### src/rtl/gcd_ctrl.sv
// gcd_ctrl: sequencing FSM for a subtract-and-compare GCD datapath.
// Operands arrive one after the other on the shared data_in bus via a
// valid/ready handshake. The larger register is reduced by the smaller
// until they match. An iteration limit bounds runtime so that a zero
// operand cannot hang the unit.
module gcd_ctrl #(
  parameter int unsigned MAX_ITER = 65535,
  parameter int unsigned ITER_W   = 16
) (
  input  logic              clk,
  input  logic              rst_n,
  input  logic              start,
  input  logic              op_valid,
  output logic              op_ready,
  input  logic              eq,
  input  logic              lt,
  input  logic              gt,
  output logic              ldA,
  output logic              ldB,
  output logic              sel1,
  output logic              sel2,
  output logic              sel_in,
  output logic              busy,
  output logic              done,
  output logic              err,
  output logic [ITER_W-1:0] iter_count
);

  typedef enum logic [2:0] {
    IDLE,
    LOAD_A,
    LOAD_B,
    CALC,
    FIN,
    FAIL
  } state_e;

  localparam logic [ITER_W-1:0] MaxIter = ITER_W'(MAX_ITER);

  state_e            state_q, state_d;
  logic [ITER_W-1:0] iter_q, iter_d;
  logic              done_q, err_q;

  // Next-state logic and Mealy datapath controls, decoded from the state and the comparator flags
  always_comb begin
    state_d  = state_q;
    iter_d   = iter_q;
    op_ready = 1'b0;
    ldA      = 1'b0;
    ldB      = 1'b0;
    sel1     = 1'b0;
    sel2     = 1'b0;
    sel_in   = 1'b0;
    case (state_q)
      IDLE: begin
        if (start) begin
          state_d = LOAD_A;
          iter_d  = '0;
        end
      end
      LOAD_A: begin
        op_ready = 1'b1;
        if (op_valid) begin
          ldA     = 1'b1;
          state_d = LOAD_B;
        end
      end
      LOAD_B: begin
        op_ready = 1'b1;
        if (op_valid) begin
          ldB     = 1'b1;
          state_d = CALC;
        end
      end
      CALC: begin
        // The limit check comes before any increment, so the counter cannot wrap
        if (eq) begin
          state_d = FIN;
        end else if (iter_q == MaxIter) begin
          state_d = FAIL;
        end else if (lt) begin
          sel1   = 1'b1;
          sel_in = 1'b1;
          ldB    = 1'b1;
          iter_d = iter_q + ITER_W'(1);
        end else if (gt) begin
          sel2   = 1'b1;
          sel_in = 1'b1;
          ldA    = 1'b1;
          iter_d = iter_q + ITER_W'(1);
        end else begin
          state_d = FAIL;
        end
      end
      FIN:     state_d = IDLE;
      FAIL:    state_d = IDLE;
      default: state_d = IDLE;
    endcase
  end

  // State, iteration counter and registered completion pulses
  always_ff @(posedge clk or negedge rst_n) begin
    if (!rst_n) begin
      state_q <= IDLE;
      iter_q  <= '0;
      done_q  <= 1'b0;
      err_q   <= 1'b0;
    end else begin
      state_q <= state_d;
      iter_q  <= iter_d;
      done_q  <= (state_d == FIN);
      err_q   <= (state_d == FAIL);
    end
  end

  assign busy       = (state_q != IDLE);
  assign done       = done_q;
  assign err        = err_q;
  assign iter_count = iter_q;

endmodule

### config.mk
export PLATFORM = sky130hd
export DESIGN_NAME = gcd_ctrl
export DESIGN_NICKNAME = d
export VERILOG_FILES = /design/src/rtl/gcd_ctrl.sv
export SDC_FILE = /design/constraint.sdc
export NUM_CORES = 1
export LEC_CHECK = 0
export CELL_PAD_IN_SITES_DETAIL_PLACEMENT = 0
export CELL_PAD_IN_SITES_GLOBAL_PLACEMENT = 1
export CORE_ASPECT_RATIO = 2
export CORE_UTILIZATION = 33
export DETAILED_ROUTE_END_ITERATION = 12
export GPL_ROUTABILITY_DRIVEN = 0
export PLACE_DENSITY = 0.72
export SLEW_MARGIN = 20
export SYNTH_ARGS = -nofsm -noshare
export SYNTH_HDL_FRONTEND = slang
export SYNTH_SLANG_ARGS = --single-unit
### constraint.sdc
create_clock -name clk -period 1.6 [get_ports clk]
set_input_delay 0.32 -clock clk [delete_from_list [all_inputs] [get_ports clk]]
set_output_delay 0.32 -clock clk [all_outputs]
set_load 0.01 [all_outputs]
# Word-level counts from Yosys, hierarchy flattened
# Index checks and enable logic that the tools add are counted.
# word_totals
mem_count,0
output_inout_bits,25
mem_bits_rw,0
ff_bits,21
word_cells,51
rom_bits,0
input_bits,7
latch_bits,0
# classes
n_reduce_logical,5
mux,31
n_bitwise,0
n_div,0
add_sub_neg,1
n_shift,0
eq_ne,10
mul,0
magnitude_cmp,0
# op_table
cell,n
$mux W16,5
$pmux W16 S2,1
$mux W3,7
$add A16 B1 Y16 const B,1
$eq A16 B16 Y1 const B,1
$mux W1,15
$pmux W3 S4,1
$eq A3 B2 Y1 const B,2
$eq A3 B3 Y1 const B,2
$ne A2 B2 Y1 const B,3
$reduce_and A5 Y1,1
$pmux W1 S2,2
$eq A3 B1 Y1 const B,1
$logic_not A3 Y1,1
$ne A3 B3 Y1 const B,1
$reduce_bool A3 Y1,1
$reduce_bool A2 Y1,1
$reduce_or A2 Y1,1

# Logic depth before layout (Yosys ltp)
# logic_depth
word_depth,6
depth_mapped,6
mapped_depth_nobuf,5

# Worst setup path before layout
# No wires, ideal clock.
# synth_timing
path_kind,flip-flop to output port
from,register iter_q[11] (netlist: iter_count[11])
to,output port ldB
arrival_time_ns,1.511
path_buffers,1
setup_slack_ns,-0.231
required_ns,1.280
stages_incl_launch_ff,6
path_cell_list,dfrtp_1 > nand4_1 > nor4_4 > buf_6 > nand2_1 > a31o_2
# synth_via
elab_chain_cells,4
# synth_rtl
element,line,source
from (decl),41,"logic [ITER_W-1:0] iter_q, iter_d;"
from (signal assigned),110,iter_q <= iter_d;
$eq A16 B16 Y1,79,end else if (iter_q == MaxIter) begin
$mux W1,79,
$mux W1,77,if (eq) begin
$pmux W1 S2,54,case (state_q)
to (decl),19,"output logic ldB,"
# No other way between the ends.

# Final worst setup path
# layout_timing
from,register iter_q[13] (netlist: iter_count[13])
to,output port ldB
# The elaborated chain is that of the path after synthesis.

==> impl_metrics.env <==
export IMPL_max_vdd_ir_drop_mv=0.866
export IMPL_cts_path_max_buffers=2
export IMPL_synthesis_area_um2=1320
export IMPL_outcome="finished with violations"
export IMPL_io_pins=32
export IMPL_worst_slew_margin_rel_pct=77.9
export IMPL_tightest_slew_ns=0.331
export IMPL_end_kind="primary output"
export IMPL_cts_hold_fix_buffers=0
export IMPL_global_route_overflow_total=0
export IMPL_antenna_found_initial=0
export IMPL_rrSetupSlack_ns=-0.23
export IMPL_mappedNetlistNets=150
export IMPL_yosys_top_cells_area="dfrtp_1, a21oi_1, mux2i_1"
export IMPL_rsz0062_at_grt="true"
export IMPL_syn_mean_instance_area_um2=9.30
export IMPL_core_region_um2=3840
export IMPL_synth_largest_area_cell="dfrtp_1"
export IMPL_worst_setup_sp_type="flop"
export IMPL_final_layout_size_suffix_gt1_share_pct=51.1
export IMPL_chipHeight_um=91.5
export IMPL_area_growth_pct=87.7
export IMPL_finalCriticalPeriod_ns=1.98
export IMPL_achievable_frequency_mhz=505
export IMPL_ys_warn_count=0
export IMPL_cellPowerDensity_nw_per_um2=915
export IMPL_edff_count_synth=0
export IMPL_stdcell_count=284
export IMPL_critical_path_peak_fanout=4
export IMPL_die_x_um=46.7
export IMPL_grt_util_met2_pct=45.7
export IMPL_port_buf_inserts=31
export IMPL_diodes=0
export IMPL_met3_grt_util_pct=2.39
export IMPL_clock_latency_on_the_worst_skew_pair_ns=0.27
export IMPL_h_tree_depth=1
export IMPL_ys_types=42
export IMPL_area_after_dpl_um2=2080
export IMPL_synth_async_reset_ratio_pct=100
export IMPL_wl_per_cell_um=16.4
export IMPL_critical_path_class="reg -> out"
export IMPL_remaining_drc_errors=0
export IMPL_yosys_area_share_xor_xnor_pct=0.663
export IMPL_die_area_um2=4280
export IMPL_max_cap_violations=0
export IMPL_clk_root_buffer_cell="clkbuf_8"
export IMPL_synth_top_cell_area_share_pct=39.8
export IMPL_crit_required_ns=1.28
export IMPL_yosys_register_bits=21
export IMPL_drtPass1Iterations=4
export IMPL_synth_simple_gate_area_share_pct=29.9
export IMPL_period_share_pct=124
export IMPL_finalMaxSlewViolations=0
export IMPL_vias=1531
export IMPL_synth_sequential_area_ratio_pct=39.8
export IMPL_via_per_inst=5.39
export IMPL_arrival_time_worst_endpoint_ns=1.66
export IMPL_share_of_the_synthesized_area_in_compound_gates_ao_oa_aoi_oai_pct=18.2
export IMPL_cts_buf_count=3
export IMPL_fin_util_pct=64.5
export IMPL_synthesis_instances=142
export IMPL_layout_setup_ws_ns=-0.378
export IMPL_power_static_leakage_uw=0.00116
export IMPL_nFillCells=324
export IMPL_cts_num_sinks=21
export IMPL_busiest_layer_in_global_routing="met2"
export IMPL_starting_density_of_the_core_pct=34.4
export IMPL_ys_flop_type="dfrtp_1"
export IMPL_failed_checks="negative setup slack"
export IMPL_dp_final_hpwl_mm=3.30
export IMPL_groute_layer_met1_usage_pct=21.5
export IMPL_grt_start_max_net_pins=22
export IMPL_clock_skew_final_ns=0.00798
export IMPL_hold_viol_final=0
export IMPL_drt_total_wl_mm=4.66
export IMPL_final_seq_area_um2=528
export IMPL_placement_rows=32
export IMPL_num_nets_final=242
export IMPL_grt_use_total_pct=23.7
export IMPL_postLayoutCellArea_um2=2480
export IMPL_dpl_cell_count=268
export IMPL_hold_path_class="in -> async"
export IMPL_clk_pin_slew_ns=0.09
export IMPL_synth_top_family_by_area="simple AND/OR/NAND/NOR gates"
export IMPL_p_total_uw=2270
export IMPL_cts_tree="built"
export IMPL_global_route_wire_length_before_repair_mm=7.32
export IMPL_drtAntennaViolNets=0
export IMPL_finalSetupViolations=22
export IMPL_whs_ns=0.387
export IMPL_first_global_vias=1599
export IMPL_first_iter_violations=14
export IMPL_multiInputGateArea_um2=987
export IMPL_arithmetic_cell_share_of_the_synthesized_area_counting_full_adders_half_adders_and_majority_gates_pct=0.947
export IMPL_post_synth_mux_area_share_pct=4.64
## what timing repair did
action	in CTS	in global routing
setup endpoints to repair	36	30
hold endpoints to repair	0	0
pin swaps	31	10
buffers inserted	10	8
resized for setup	80	31
## critical path, stage by stage (launching register included)
cell,delay [ns]
dfrtp_1,0.38
nand4_1,0.19
nor4_4,0.30
buf_6,0.16
nand2_4,0.05
a31o_4,0.21
buf_6,0.11
## kinds of logic (layout without fill, tap and decap cells)
group,count (synthesis),in the layout
and+or+nand+nor,65,65
AOI/OAI and AO/OA,34,34
DFF,21,21
buffers and inverters,14,105
muxes,6,6
adders and majority gates,1,1
xor gates and xnor gates,1,1
## cell type report
cell class | count | area share (%)
Clock inverter | 1 | 0.303
Tap cell | 51 | 2.57
Sequential cell | 21 | 21.3
Timing Repair Buffer | 94 | 33.3
Multi-Input combinational cell | 107 | 39.8
Clock buffer | 3 | 1.66
Inverter | 7 | 1.06
## flip-flops by register name, indices dropped and copies added, names as in the netlist
| register | count |
|---|---|
| done | 1 |
| err | 1 |
| iter_count | 16 |
| state_q | 3 |
## cell usage after synthesis, drive strengths merged, types with 3 or more instances
cell type and count:
nor3 4, nand2 13, nand3 7, mux2i 5, a21oi 10, dfrtp 21, or2 4, buf 6
nand4 5, or4 5, nor2 8, a211oi 6, inv 7, o31ai 6, and3 3
## per-layer routing
metal,vias up,share of wire [%]
met3,17,2.4
li1,711,-
met5,-,0
met1,760,32
met2,43,62
met4,0,3.9
## per-stage QoR
step	TNS [ns]	setup WS, ns
detailed placement	-11.05	-0.704
CTS	-3.61	-0.370
finish	-3.95	-0.378
global placement	-9.87	-0.675
global route	-5.18	-0.428
floorplan	-0.650	-0.143
## placed cells by master (no fill, tap or decap), types with 2 or more instances in the layout
cell type / count
buf_4: 48
dfrtp_1: 19
buf_6: 16
dlygate4sd2_1: 14
nand2_1: 11
inv_1: 7
nor2_1: 7
clkdlybuf4s50_1: 7
a21oi_1: 6
nand3_1: 5
mux2i_1: 5
nand4_1: 4
a211oi_4: 4
or2_2: 4
or4_4: 4
a21oi_2: 4
o31ai_1: 4
buf_2: 4
clkbuf_8: 3
dlymetal6s2s_1: 3
nand2b_1: 2
nor2b_1: 2
nor3_1: 2
nand3b_1: 2
nand2_4: 2
and3_4: 2
o31ai_4: 2
o21ai_0: 2
or3_1: 2
a211oi_2: 2
dfrtp_2: 2
## power by group
group / leakage (uW) / switching (uW) / internal [uW]
registers: 0.000284 / 63.9 / 603
clock network: 0.0000217 / 193 / 176
logic: 0.000854 / 576 / 657
## worst paths after layout
path | startpoint | endpoint | cells past startpoint
setup / recovery | iter_count[13] | ldB | 6
hold reg to reg | iter_count[10] | iter_count[10] | 2
min in group clk | iter_count[10] | iter_count[10] | 2
setup reg to reg | iter_count[0] | iter_count[4] | 8
max in group asynchronous | rst_n | iter_count[1] | 2
hold / removal | rst_n | iter_count[10] | 2
Note: power is estimated with default switching activity, not from simulation.
